`config.mk`:
```
export PLATFORM = sky130hd
export DESIGN_NAME = mem_access_stage
export DESIGN_NICKNAME = d
export VERILOG_FILES = /design/src/rtl/mem_access_stage.sv
export SDC_FILE = /design/constraint.sdc
export NUM_CORES = 1
export LEC_CHECK = 0
export BUFFER_PORTS_ARGS = -buffer_cell sky130_fd_sc_hd__buf_2
export CORE_MARGIN = 1
export CORE_UTILIZATION = 40
export DETAILED_ROUTE_END_ITERATION = 12
export PLACE_DENSITY = 0.65
export SKIP_CTS_REPAIR_TIMING = 1
export SYNTH_ARGS = -nofsm -noshare
export SYNTH_HDL_FRONTEND = slang
export SYNTH_SLANG_ARGS = --single-unit
```
`constraint.sdc`:
```
create_clock -name CLK -period 4 [get_ports CLK]
set_clock_uncertainty 0.1 [all_clocks]
set_input_delay 0.4 -clock CLK [delete_from_list [all_inputs] [get_ports CLK]]
set_output_delay 0.4 -clock CLK [all_outputs]
set_load 0.005 [all_outputs]
```
`src/rtl/mem_access_stage.sv`:
```
// Memory-access pipeline stage: launches one aligned data-memory request per advanced
// EX/MEM instruction, waits for dhit, and hands a registered result to write-back.
module mem_access_stage #(
   parameter int unsigned DW = 32,
   parameter int unsigned AW = 32,
   parameter int unsigned RW = 5
) (
   input  logic              CLK,
   input  logic              nRST,
   input  logic              flush,
   input  logic              ihit,
   input  logic              ex_valid,
   input  logic              ex_dREN,
   input  logic              ex_dWEN,
   input  logic [1:0]        ex_size,
   input  logic              ex_unsigned,
   input  logic [AW-1:0]     ex_addr,
   input  logic [DW-1:0]     ex_wdata,
   input  logic [AW-1:0]     ex_nPC,
   input  logic              ex_regWr,
   input  logic [RW-1:0]     ex_regDst,
   input  logic [1:0]        ex_wbSel,
   output logic              dmemREN,
   output logic              dmemWEN,
   output logic [AW-1:0]     dmemaddr,
   output logic [DW-1:0]     dmemstore,
   output logic [DW/8-1:0]   dmembe,
   input  logic              dhit,
   input  logic [DW-1:0]     dmemload,
   output logic              wb_valid,
   output logic              wb_regWr,
   output logic [RW-1:0]     wb_regDst,
   output logic [1:0]        wb_wbSel,
   output logic [AW-1:0]     wb_ALUOut,
   output logic [AW-1:0]     wb_nPC,
   output logic [DW-1:0]     wb_load,
   output logic              stall,
   output logic              misalign
);
   localparam int unsigned NB   = DW / 8;
   localparam int unsigned LB   = $clog2(NB);
   localparam int unsigned NB2  = NB / 2;
   localparam int unsigned NB4  = NB / 4;
   localparam logic [3:0]  NB_B = 4'(NB);

   typedef enum logic {IDLE, ACCESS} state_t;

   state_t          state_q, state_d;
   logic            ren_q, ren_d, wen_q, wen_d;
   logic [AW-1:0]   addr_q, addr_d;
   logic [DW-1:0]   store_q, store_d;
   logic [NB-1:0]   be_q, be_d;
   logic            wbv_q, wbv_d, wbrw_q, wbrw_d;
   logic [RW-1:0]   dst_q, dst_d;
   logic [1:0]      sel_q, sel_d;
   logic [AW-1:0]   alu_q, alu_d, npc_q, npc_d;
   logic [DW-1:0]   load_q, load_d;
   logic            mis_q, mis_d;
   logic [1:0]      size_q, size_d;
   logic            uns_q, uns_d;
   logic [LB-1:0]   off_q, off_d;
   logic            flushed_q, flushed_d;

   logic [3:0]      ex_bytes, ld_bytes;
   logic [2:0]      ex_low;
   logic            ex_bad, ld_sign;
   logic [NB-1:0]   ex_be;
   logic [DW-1:0]   ex_store, ld_shift, ld_mask, ld_value;

   assign stall = (state_q == ACCESS);

   always_comb begin
      ex_bytes = 4'd1 << ex_size;
      ex_low   = 3'(ex_bytes - 4'd1);
      ex_bad   = (ex_bytes > NB_B) || ((ex_addr[2:0] & ex_low) != 3'b000);
      ex_be    = (ex_bytes >= NB_B) ? '1 : (~({NB{1'b1}} << ex_bytes)) << ex_addr[LB-1:0];
      case (ex_size)
         2'b00:   ex_store = {NB{ex_wdata[7:0]}};
         2'b01:   ex_store = {NB2{ex_wdata[15:0]}};
         2'b10:   ex_store = {NB4{ex_wdata[31:0]}};
         default: ex_store = ex_wdata;
      endcase

      // sign bit of the selected field is the top bit of the mask
      ld_shift = dmemload >> {off_q, 3'b000};
      ld_bytes = 4'd1 << size_q;
      ld_mask  = (ld_bytes >= NB_B) ? '1 : ~({DW{1'b1}} << {ld_bytes, 3'b000});
      ld_sign  = ~uns_q & (|(ld_shift & (ld_mask ^ (ld_mask >> 1))));
      ld_value = (ld_shift & ld_mask) | (ld_sign ? ~ld_mask : '0);
   end

   always_comb begin
      state_d   = state_q;
      ren_d     = ren_q;
      wen_d     = wen_q;
      addr_d    = addr_q;
      store_d   = store_q;
      be_d      = be_q;
      wbv_d     = 1'b0;
      wbrw_d    = wbrw_q;
      dst_d     = dst_q;
      sel_d     = sel_q;
      alu_d     = alu_q;
      npc_d     = npc_q;
      load_d    = load_q;
      mis_d     = 1'b0;
      size_d    = size_q;
      uns_d     = uns_q;
      off_d     = off_q;
      flushed_d = flushed_q;

      if (flush && (state_q == IDLE || ren_q)) begin
         state_d   = IDLE;
         ren_d     = 1'b0;
         wen_d     = 1'b0;
         addr_d    = '0;
         store_d   = '0;
         be_d      = '0;
         wbrw_d    = 1'b0;
         dst_d     = '0;
         sel_d     = '0;
         alu_d     = '0;
         npc_d     = '0;
         load_d    = '0;
         size_d    = '0;
         uns_d     = 1'b0;
         off_d     = '0;
         flushed_d = 1'b0;
      end else if (state_q == ACCESS) begin
         // a flushed store still completes on the bus but retires silently
         if (flush) flushed_d = 1'b1;
         if (dhit) begin
            state_d   = IDLE;
            ren_d     = 1'b0;
            wen_d     = 1'b0;
            flushed_d = 1'b0;
            if (flushed_q || flush) wbrw_d = 1'b0;
            else                    wbv_d  = 1'b1;
            if (ren_q) load_d = ld_value;
         end
      end else if (ihit) begin
         wbrw_d = ex_regWr;
         dst_d  = ex_regDst;
         sel_d  = ex_wbSel;
         alu_d  = ex_addr;
         npc_d  = ex_nPC;
         if (!ex_valid) begin
            wbrw_d = 1'b0;
         end else if (!ex_dREN && !ex_dWEN) begin
            wbv_d = 1'b1;
         end else if (ex_bad) begin
            mis_d  = 1'b1;
            wbrw_d = 1'b0;
         end else begin
            state_d   = ACCESS;
            ren_d     = ex_dREN & ~ex_dWEN;
            wen_d     = ex_dWEN;
            addr_d    = {ex_addr[AW-1:LB], {LB{1'b0}}};
            store_d   = ex_store;
            be_d      = ex_be;
            size_d    = ex_size;
            uns_d     = ex_unsigned;
            off_d     = ex_addr[LB-1:0];
            flushed_d = 1'b0;
         end
      end
   end

   always_ff @(posedge CLK or negedge nRST) begin
      if (!nRST) begin
         state_q   <= IDLE;
         ren_q     <= 1'b0;
         wen_q     <= 1'b0;
         addr_q    <= '0;
         store_q   <= '0;
         be_q      <= '0;
         wbv_q     <= 1'b0;
         wbrw_q    <= 1'b0;
         dst_q     <= '0;
         sel_q     <= '0;
         alu_q     <= '0;
         npc_q     <= '0;
         load_q    <= '0;
         mis_q     <= 1'b0;
         size_q    <= '0;
         uns_q     <= 1'b0;
         off_q     <= '0;
         flushed_q <= 1'b0;
      end else begin
         state_q   <= state_d;
         ren_q     <= ren_d;
         wen_q     <= wen_d;
         addr_q    <= addr_d;
         store_q   <= store_d;
         be_q      <= be_d;
         wbv_q     <= wbv_d;
         wbrw_q    <= wbrw_d;
         dst_q     <= dst_d;
         sel_q     <= sel_d;
         alu_q     <= alu_d;
         npc_q     <= npc_d;
         load_q    <= load_d;
         mis_q     <= mis_d;
         size_q    <= size_d;
         uns_q     <= uns_d;
         off_q     <= off_d;
         flushed_q <= flushed_d;
      end
   end

   assign dmemREN   = ren_q;
   assign dmemWEN   = wen_q;
   assign dmemaddr  = addr_q;
   assign dmemstore = store_q;
   assign dmembe    = be_q;
   assign wb_valid  = wbv_q;
   assign wb_regWr  = wbrw_q;
   assign wb_regDst = dst_q;
   assign wb_wbSel  = sel_q;
   assign wb_ALUOut = alu_q;
   assign wb_nPC    = npc_q;
   assign wb_load   = load_q;
   assign misalign  = mis_q;

endmodule

```
==> results.sh, run 1 <==
export IMPL_finalSetupViolCount=0
export IMPL_end_kind="flop"
export IMPL_finish_cell_count_without_fillers=1317
export IMPL_clkPwrFrac=0.404
export IMPL_yosysUniqueCellTypes=45
export IMPL_clk_insertion_delay_late_ns=0.43
export IMPL_yosys_register_bits=181
export IMPL_drc_errors=0
export IMPL_grt_max_degree=104
export IMPL_finalCritPeriodShare=0.6825
export IMPL_finalWirelength_um=23700
export IMPL_leakage_uw=0.005397
export IMPL_synth_enable_flop_cells=0
export IMPL_critPathMaxStageDelay_ns=0.92
export IMPL_filler_cell_count=1791
export IMPL_syn_inst=755
export IMPL_fraction_of_final_layout_cells_with_drive_strength_greater_than_1=0.3731
export IMPL_worstSetupPathType="primary input to flop"
export IMPL_worstSetupStartpoint="ex_size[0]"
export IMPL_outcome="finished with violations"
export IMPL_final_hold_viol_count=37
export IMPL_grt_antenna_before_repair=3
export IMPL_setup_tns_final_ns=0
export IMPL_setup_worst_path_start_class="primary input"
export IMPL_gr_total_overflow=0
export IMPL_initial_utilization=0.4139
export IMPL_cp_max_fo=28
export IMPL_detailedRoute_firstPassIterationCount=6
export IMPL_floorplan_io_pins=324
export IMPL_drt_iter0_markers=529
export IMPL_vias=6929
export IMPL_layout_area_overhead_vs_synth_pct=30.20
export IMPL_floorplan_core_area_um2=18960
export IMPL_critical_path_cell_list="buf_2, or2_2, ha_1, nor2b_1, nor3_4, buf_4, a22o_1"
export IMPL_area_sequential_um2=4529
export IMPL_gp_routability_congestion=0.8240
export IMPL_cts_root_buf="sky130_fd_sc_hd__clkbuf_16"
export IMPL_switchingPower_uw=1078
export IMPL_tightestPinTransition_ns=1.100
export IMPL_cts_buffers=17
export IMPL_power_share_switching=0.2622
export IMPL_die_x_um=142.1
export IMPL_ys_flop_type="sky130_fd_sc_hd__dfrtp_1"
export IMPL_setup_repair_after_global_routing_missed_its_margin="no"
export IMPL_setup_ws_ns=1.270
export IMPL_routed_via_density=5.261
export IMPL_grtUsageTotal=0.2354
export IMPL_finalMaxSlewViolations=0
export IMPL_syn_mean_instance_area_um2=10.39
export IMPL_cp_arrival_ns=2.99
export IMPL_drt_wirelength_per_cell_um=18.00
export IMPL_dieHeight_um=142.1
export IMPL_multi_input_comb_area_um2=3053
export IMPL_cts_reportedPaths_clkPinSlew_ns=0.07
export IMPL_cp_slowest_cell="sky130_fd_sc_hd__nor3_4"
export IMPL_combinationalPowerShare=0.123
export IMPL_hold_path_class="primary input to async pin"
export IMPL_cts_tree="built"
export IMPL_cts_path_max_buffers=2
export IMPL_worst_hold_slack_ns=-0.05310
export IMPL_finalWorstPathRequiredPeriod_ns=2.730
export IMPL_finish_utilization=0.5389
export IMPL_dpl_cell_count=1285
export IMPL_slew_headroom=0.2644
export IMPL_violations="negative hold slack"
export IMPL_crit_required_ns=4.26
export IMPL_synth_seq_area_share=0.5773
export IMPL_placement_setup_worst_slack_ns=0.8203
export IMPL_async_set_reset_flop_share_out_of_synthesis=1.000
export IMPL_max_freq_mhz=366.3
export IMPL_cts_num_sinks=181
export IMPL_number_of_global_route_vias_before_repair=6454
export IMPL_yosys_warning_count=0
export IMPL_floorplan_die_area_um2=20180
export IMPL_cts_htree_levels=4
export IMPL_core_rowCount=50
export IMPL_power_density_nw_per_um2=402.4
export IMPL_synth_area_um2=7846
export IMPL_io_buf_count=321
export IMPL_max_cap_violations=0
export IMPL_final_net_count=1192
export IMPL_flop_pwr_share=0.474
export IMPL_grt_pass1_wl_um=36330
export IMPL_detailedPlacementHpwl_um=16380
export IMPL_rr_startpoint="stall$_DFF_PN0_"
export IMPL_highest_ir_drop_seen_on_vdd_v=0.0002933
export IMPL_drt_antenna_violating_nets=0
export IMPL_p_int_uw=3033
[metal layers]
metal | share of wire | global-route usage | wire [µm] | vias to the layer above
li1 | - | - | - | 3261
met1 | 0.44 | 0.3245 | 10520 | 3353
met3 | 0.072 | 0.05451 | 1704 | 29
met5 | 0.00063 | 0 | 15 | -
met2 | 0.47 | 0.3638 | 11050 | 284
met4 | 0.018 | 0.08206 | 418 | 2
[final timing paths]
path	to	slack [ns]	depth (start not counted)
max	dmemaddr[9]$_DFFE_PN0P_	1.27	7
min	wb_nPC[10]$_DFFE_PN0P_	-0.05	1
max reg2reg	dmemaddr[9]$_DFFE_PN0P_	1.28	5
min reg2reg	wb_load[3]$_DFFE_PN0P_	0.37	2
max in group asynchronous	wb_load[25]$_DFFE_PN0P_	2.84	2
min in group CLK	wb_nPC[23]$_DFFE_PN0P_	0.09	3
[power by group through the flow]
stage	Combinational, µW	Clock (µW)	Sequential (µW)
finish	505	1660	1950
global route	561	1770	1950
CTS	512	1690	1950
detailed placement	512	0	1980
global placement	506	0	1980
floorplan	234	0	1980
[synthesized netlist by cell type (3+ instances only)]
| cell | number | share of area |
|---|---|---|
| sky130_fd_sc_hd__nand2b_1 | 3 | 0.0024 |
| sky130_fd_sc_hd__a221o_1 | 16 | 0.020 |
| sky130_fd_sc_hd__mux2_2 | 17 | 0.024 |
| sky130_fd_sc_hd__a21oi_1 | 83 | 0.053 |
| sky130_fd_sc_hd__nor2_1 | 25 | 0.012 |
| sky130_fd_sc_hd__nor3b_1 | 3 | 0.0029 |
| sky130_fd_sc_hd__o21ai_0 | 29 | 0.018 |
| sky130_fd_sc_hd__nor2b_1 | 4 | 0.0032 |
| sky130_fd_sc_hd__buf_1 | 4 | 0.0019 |
| sky130_fd_sc_hd__a22oi_1 | 22 | 0.021 |
| sky130_fd_sc_hd__a22o_1 | 54 | 0.060 |
| sky130_fd_sc_hd__o21bai_1 | 3 | 0.0029 |
| sky130_fd_sc_hd__mux2i_1 | 16 | 0.020 |
| sky130_fd_sc_hd__nand3_1 | 7 | 0.0045 |
| sky130_fd_sc_hd__o2bb2ai_1 | 17 | 0.019 |
| sky130_fd_sc_hd__buf_2 | 12 | 0.0077 |
| sky130_fd_sc_hd__or3_1 | 4 | 0.0032 |
| sky130_fd_sc_hd__dfrtp_1 | 181 | 0.58 |
| sky130_fd_sc_hd__clkbuf_1 | 45 | 0.022 |
| sky130_fd_sc_hd__and2_1 | 7 | 0.0056 |
| sky130_fd_sc_hd__nand2_1 | 170 | 0.081 |
| sky130_fd_sc_hd__buf_6 | 3 | 0.0043 |
[cell type report]
cell class / count / share of cell area
Antenna cell: 1 / 0.0002449
Clock buffer: 22 / 0.04740
Clock inverter: 9 / 0.009186
Inverter: 2 / 0.0007348
Multi-Input combinational cell: 507 / 0.2988
Sequential cell: 181 / 0.4434
Tap cell: 260 / 0.03184
Timing Repair Buffer: 335 / 0.1684
[cell usage in the layout (no fill, tap or decap), types with 16 or more instances in the layout]
master                        n
sky130_fd_sc_hd__a21oi_1     82
sky130_fd_sc_hd__a221o_1     16
sky130_fd_sc_hd__a22o_1      54
sky130_fd_sc_hd__a22oi_1     22
sky130_fd_sc_hd__buf_2      320
sky130_fd_sc_hd__clkbuf_16   17
sky130_fd_sc_hd__dfrtp_1    181
sky130_fd_sc_hd__mux2_2      17
sky130_fd_sc_hd__mux2i_1     16
sky130_fd_sc_hd__nand2_1    170
sky130_fd_sc_hd__nor2_1      25
sky130_fd_sc_hd__o21ai_0     29
sky130_fd_sc_hd__o2bb2ai_1   17
[registers in the layout, indices dropped and copies added, names as in the netlist, 2 cells and up]
register and flops:
dmemstore 32, wb_ALUOut 32, wb_load 32, wb_nPC 32, dmemaddr 30, wb_regDst 5, dmembe 4, off_q 2
size_q 2, wb_wbSel 2
[stage by stage]
stage          cell area [µm²]  power (µW)
6_report                 10220        4111
3_5_place_dp              9635        2492
2_1_floorplan             7850        2216
4_1_cts                  10210        4150
5_1_grt                  10220        4281
3_3_place_gp              9635        2486
[cell families (layout without fill, tap and decap cells)]
kind of cell / Yosys count / count (layout) / synth area share
flops: 181 / 181 / 0.5773
other cells: 1 / 3 / 0.0004779
buf+inv: 68 / 368 / 0.03827
simple gates: 235 / 235 / 0.1277
mux: 34 / 34 / 0.04672
fa+ha+maj: 2 / 2 / 0.003029
compound gates: 234 / 234 / 0.2065
[critical path, delay by kind of cell]
family,cells,cell delay (ns)
fa+ha+maj,1,0.28
compound gates,1,0.20
buf+inv,2,0.71
simple gates,3,1.38
(Power assumes the default switching activity.)
==> run 2, diff against run 1 <==
==> constraint.sdc (replaced) <==
create_clock -name CLK -period 2.7 [get_ports CLK]
set_clock_uncertainty 0.1 [all_clocks]
set_input_delay 0.27 -clock CLK [delete_from_list [all_inputs] [get_ports CLK]]
set_output_delay 0.27 -clock CLK [all_outputs]
set_load 0.005 [all_outputs]
==> results.sh, run 2 (same netlist as run 1, synthesis figures left out) <==
export IMPL_end_kind="flop"
export IMPL_most_frequent_cells_in_the_layout="sky130_fd_sc_hd__buf_2 (320), sky130_fd_sc_hd__dfrtp_1 (181), sky130_fd_sc_hd__nand2_1 (170), sky130_fd_sc_hd__a21oi_1 (82), sky130_fd_sc_hd__dlygate4sd3_1 (65)"
export IMPL_flop_pwr_share=0.456
export IMPL_cts_path_max_buffers=2
export IMPL_worstSetupPathType="flop to flop"
export IMPL_p_int_uw=4645
export IMPL_max_freq_mhz=458.9
export IMPL_leakage_uw=0.005744
export IMPL_finalWorstPathRequiredPeriod_ns=2.179
export IMPL_io_buf_count=321
export IMPL_detailedPlacementHpwl_um=16670
export IMPL_number_of_global_route_vias_before_repair=6461
export IMPL_drt_iter0_markers=485
export IMPL_cts_reportedPaths_clkPinSlew_ns=0.07
export IMPL_power_density_nw_per_um2=574.3
export IMPL_finalSetupViolCount=0
export IMPL_floorplan_io_pins=324
export IMPL_grt_pass1_wl_um=36130
export IMPL_cts_htree_levels=4
export IMPL_highest_ir_drop_seen_on_vdd_v=0.0004068
export IMPL_worst_hold_slack_ns=-0.01499
export IMPL_cts_root_buf="sky130_fd_sc_hd__clkbuf_16"
export IMPL_clkPwrFrac=0.409
export IMPL_violations="negative hold slack"
export IMPL_max_cap_violations=0
export IMPL_detailedRoute_firstPassIterationCount=5
export IMPL_combinationalPowerShare=0.135
export IMPL_dpl_cell_count=1294
export IMPL_grt_max_degree=72
export IMPL_regToRegEndpoint="dmemstore[18]$_DFFE_PN0P_"
export IMPL_gp_routability_congestion=0.8791
export IMPL_reg2reg_depth=4
export IMPL_outcome="finished with violations"
export IMPL_drt_wirelength_per_cell_um=17.78
export IMPL_setup_tns_final_ns=0
export IMPL_finish_cell_count_without_fillers=1392
export IMPL_setup_worst_path_start_class="flop"
export IMPL_drc_errors=0
export IMPL_cts_buffers=17
export IMPL_final_hold_viol_count=3
export IMPL_cp_max_fo=18
export IMPL_setup_ws_ns=0.5208
export IMPL_vias=7276
export IMPL_grt_antenna_before_repair=1
export IMPL_layout_area_overhead_vs_synth_pct=40.30
export IMPL_routed_via_density=5.227
export IMPL_hold_path_class="primary input to flop"
export IMPL_hold_path_endpoint="wb_regDst[2]$_DFFE_PN0P_"
export IMPL_hp_start="ex_regDst[2]"
export IMPL_final_net_count=1266
export IMPL_switchingPower_uw=1677
export IMPL_die_x_um=142.1
export IMPL_core_rowCount=50
export IMPL_rr_startpoint="stall$_DFF_PN0_"
export IMPL_floorplan_core_area_um2=18960
export IMPL_report_power_total_uw=6322
export IMPL_gr_total_overflow=0
export IMPL_cts_tree="built"
export IMPL_mostFrequentLayoutCell="sky130_fd_sc_hd__buf_2"
export IMPL_finalMaxSlewViolations=0
export IMPL_drt_antenna_violating_nets=0
export IMPL_placement_setup_worst_slack_ns=0.2878
export IMPL_power_share_switching=0.2652
export IMPL_fraction_of_final_layout_cells_with_drive_strength_greater_than_1=0.3581
export IMPL_finalCritPeriodShare=0.8071
export IMPL_dieHeight_um=142.1
export IMPL_grtUsageTotal=0.2334
export IMPL_cp_arrival_ns=2.41
export IMPL_finish_instance_area_um2=11010
export IMPL_tightestPinTransition_ns=0.7904
export IMPL_slew_headroom=0.4730
export IMPL_finalWirelength_um=24760
export IMPL_clk_insertion_delay_late_ns=0.42
export IMPL_setup_repair_after_global_routing_missed_its_margin="no"
export IMPL_placedInstanceArea_um2=9741
export IMPL_crit_required_ns=2.93
export IMPL_initial_utilization=0.4139
export IMPL_min_delay_path_depth=3
export IMPL_rrSetupSlack_ns=0.52
export IMPL_floorplan_die_area_um2=20180
export IMPL_cts_num_sinks=181
-- run 2: cell count changes in the layout (fill, tap and decap cells not counted) --
cell	before	now
sky130_fd_sc_hd__bufinv_16	1	2
sky130_fd_sc_hd__buf_4	14	20
sky130_fd_sc_hd__clkinv_4	3	2
sky130_fd_sc_hd__dlygate4sd3_1	0	65
sky130_fd_sc_hd__clkinv_2	1	0
sky130_fd_sc_hd__clkbuf_8	5	3
sky130_fd_sc_hd__clkbuf_1	1	0
sky130_fd_sc_hd__inv_6	2	4
sky130_fd_sc_hd__buf_12	0	3
sky130_fd_sc_hd__inv_8	0	3
-- run 2: metal layers --
metal / vias to the layer above / global-route usage / part of all wire
met5: - / 0 / 0
met4: 0 / 0.08885 / 0.024
met3: 39 / 0.05249 / 0.066
met2: 335 / 0.3555 / 0.47
met1: 3492 / 0.3240 / 0.44
li1: 3410 / - / -
-- run 2: area by class of cell --
| cell class | instances | area [µm²] |
|---|---|---|
| Tap cell | 260 | 325.3 |
| Sequential cell | 181 | 4529 |
| Clock buffer | 19 | 452.9 |
| Multi-Input combinational cell | 507 | 3053 |
| Antenna cell | 1 | 2.502 |
| Timing Repair Buffer | 409 | 2476 |
| Fill cell | 1670 | 7948 |
| Clock inverter | 13 | 161.4 |
| Inverter | 2 | 7.507 |
-- run 2: critical path, stage by stage (launching register included) --
cell and delay [ns]:
sky130_fd_sc_hd__dfrtp_1 0.50, sky130_fd_sc_hd__nor2_1 0.27, sky130_fd_sc_hd__nand4_1 0.27, sky130_fd_sc_hd__or3_1 0.67, sky130_fd_sc_hd__o2bb2ai_1 0.27
-- run 2: worst max path at each step --
stage / from / slack, ns / depth (start not counted) / endpoint
finish: stall$_DFF_PN0_ / 0.52 / 4 / dmemstore[18]$_DFFE_PN0P_
detailed placement: ex_size[0] / 0.29 / 7 / dmemstore[18]$_DFFE_PN0P_
CTS: stall$_DFF_PN0_ / 0.47 / 5 / wb_load[31]$_DFFE_PN0P_
global route: stall$_DFF_PN0_ / 0.37 / 4 / dmemstore[18]$_DFFE_PN0P_
global placement: ex_size[0] / 0.39 / 9 / dmemstore[12]$_DFFE_PN0P_
floorplan: ex_size[0] / 0.28 / 9 / dmembe[0]$_DFFE_PN0P_
-- run 2: stage by stage --
step | hold WS [ns] | util
finish | -0.01499 | 0.5807
global route | 0.0003757 | 0.5806
CTS | -0.2333 | 0.5463
detailed placement | 0.2339 | 0.5139
global placement | 0.2244 | 0.5139
floorplan | -0.1256 | -
-- run 2: power by group through the flow --
| stage | Clock [µW] | Combinational, µW | Sequential, µW |
|---|---|---|---|
| after floorplan | 0 | 346 | 2940 |
| after global placement | 0 | 774 | 2930 |
| after detailed placement | 0 | 778 | 2930 |
| after CTS | 2650 | 780 | 2880 |
| after global routing | 2750 | 936 | 2890 |
| final | 2590 | 852 | 2880 |
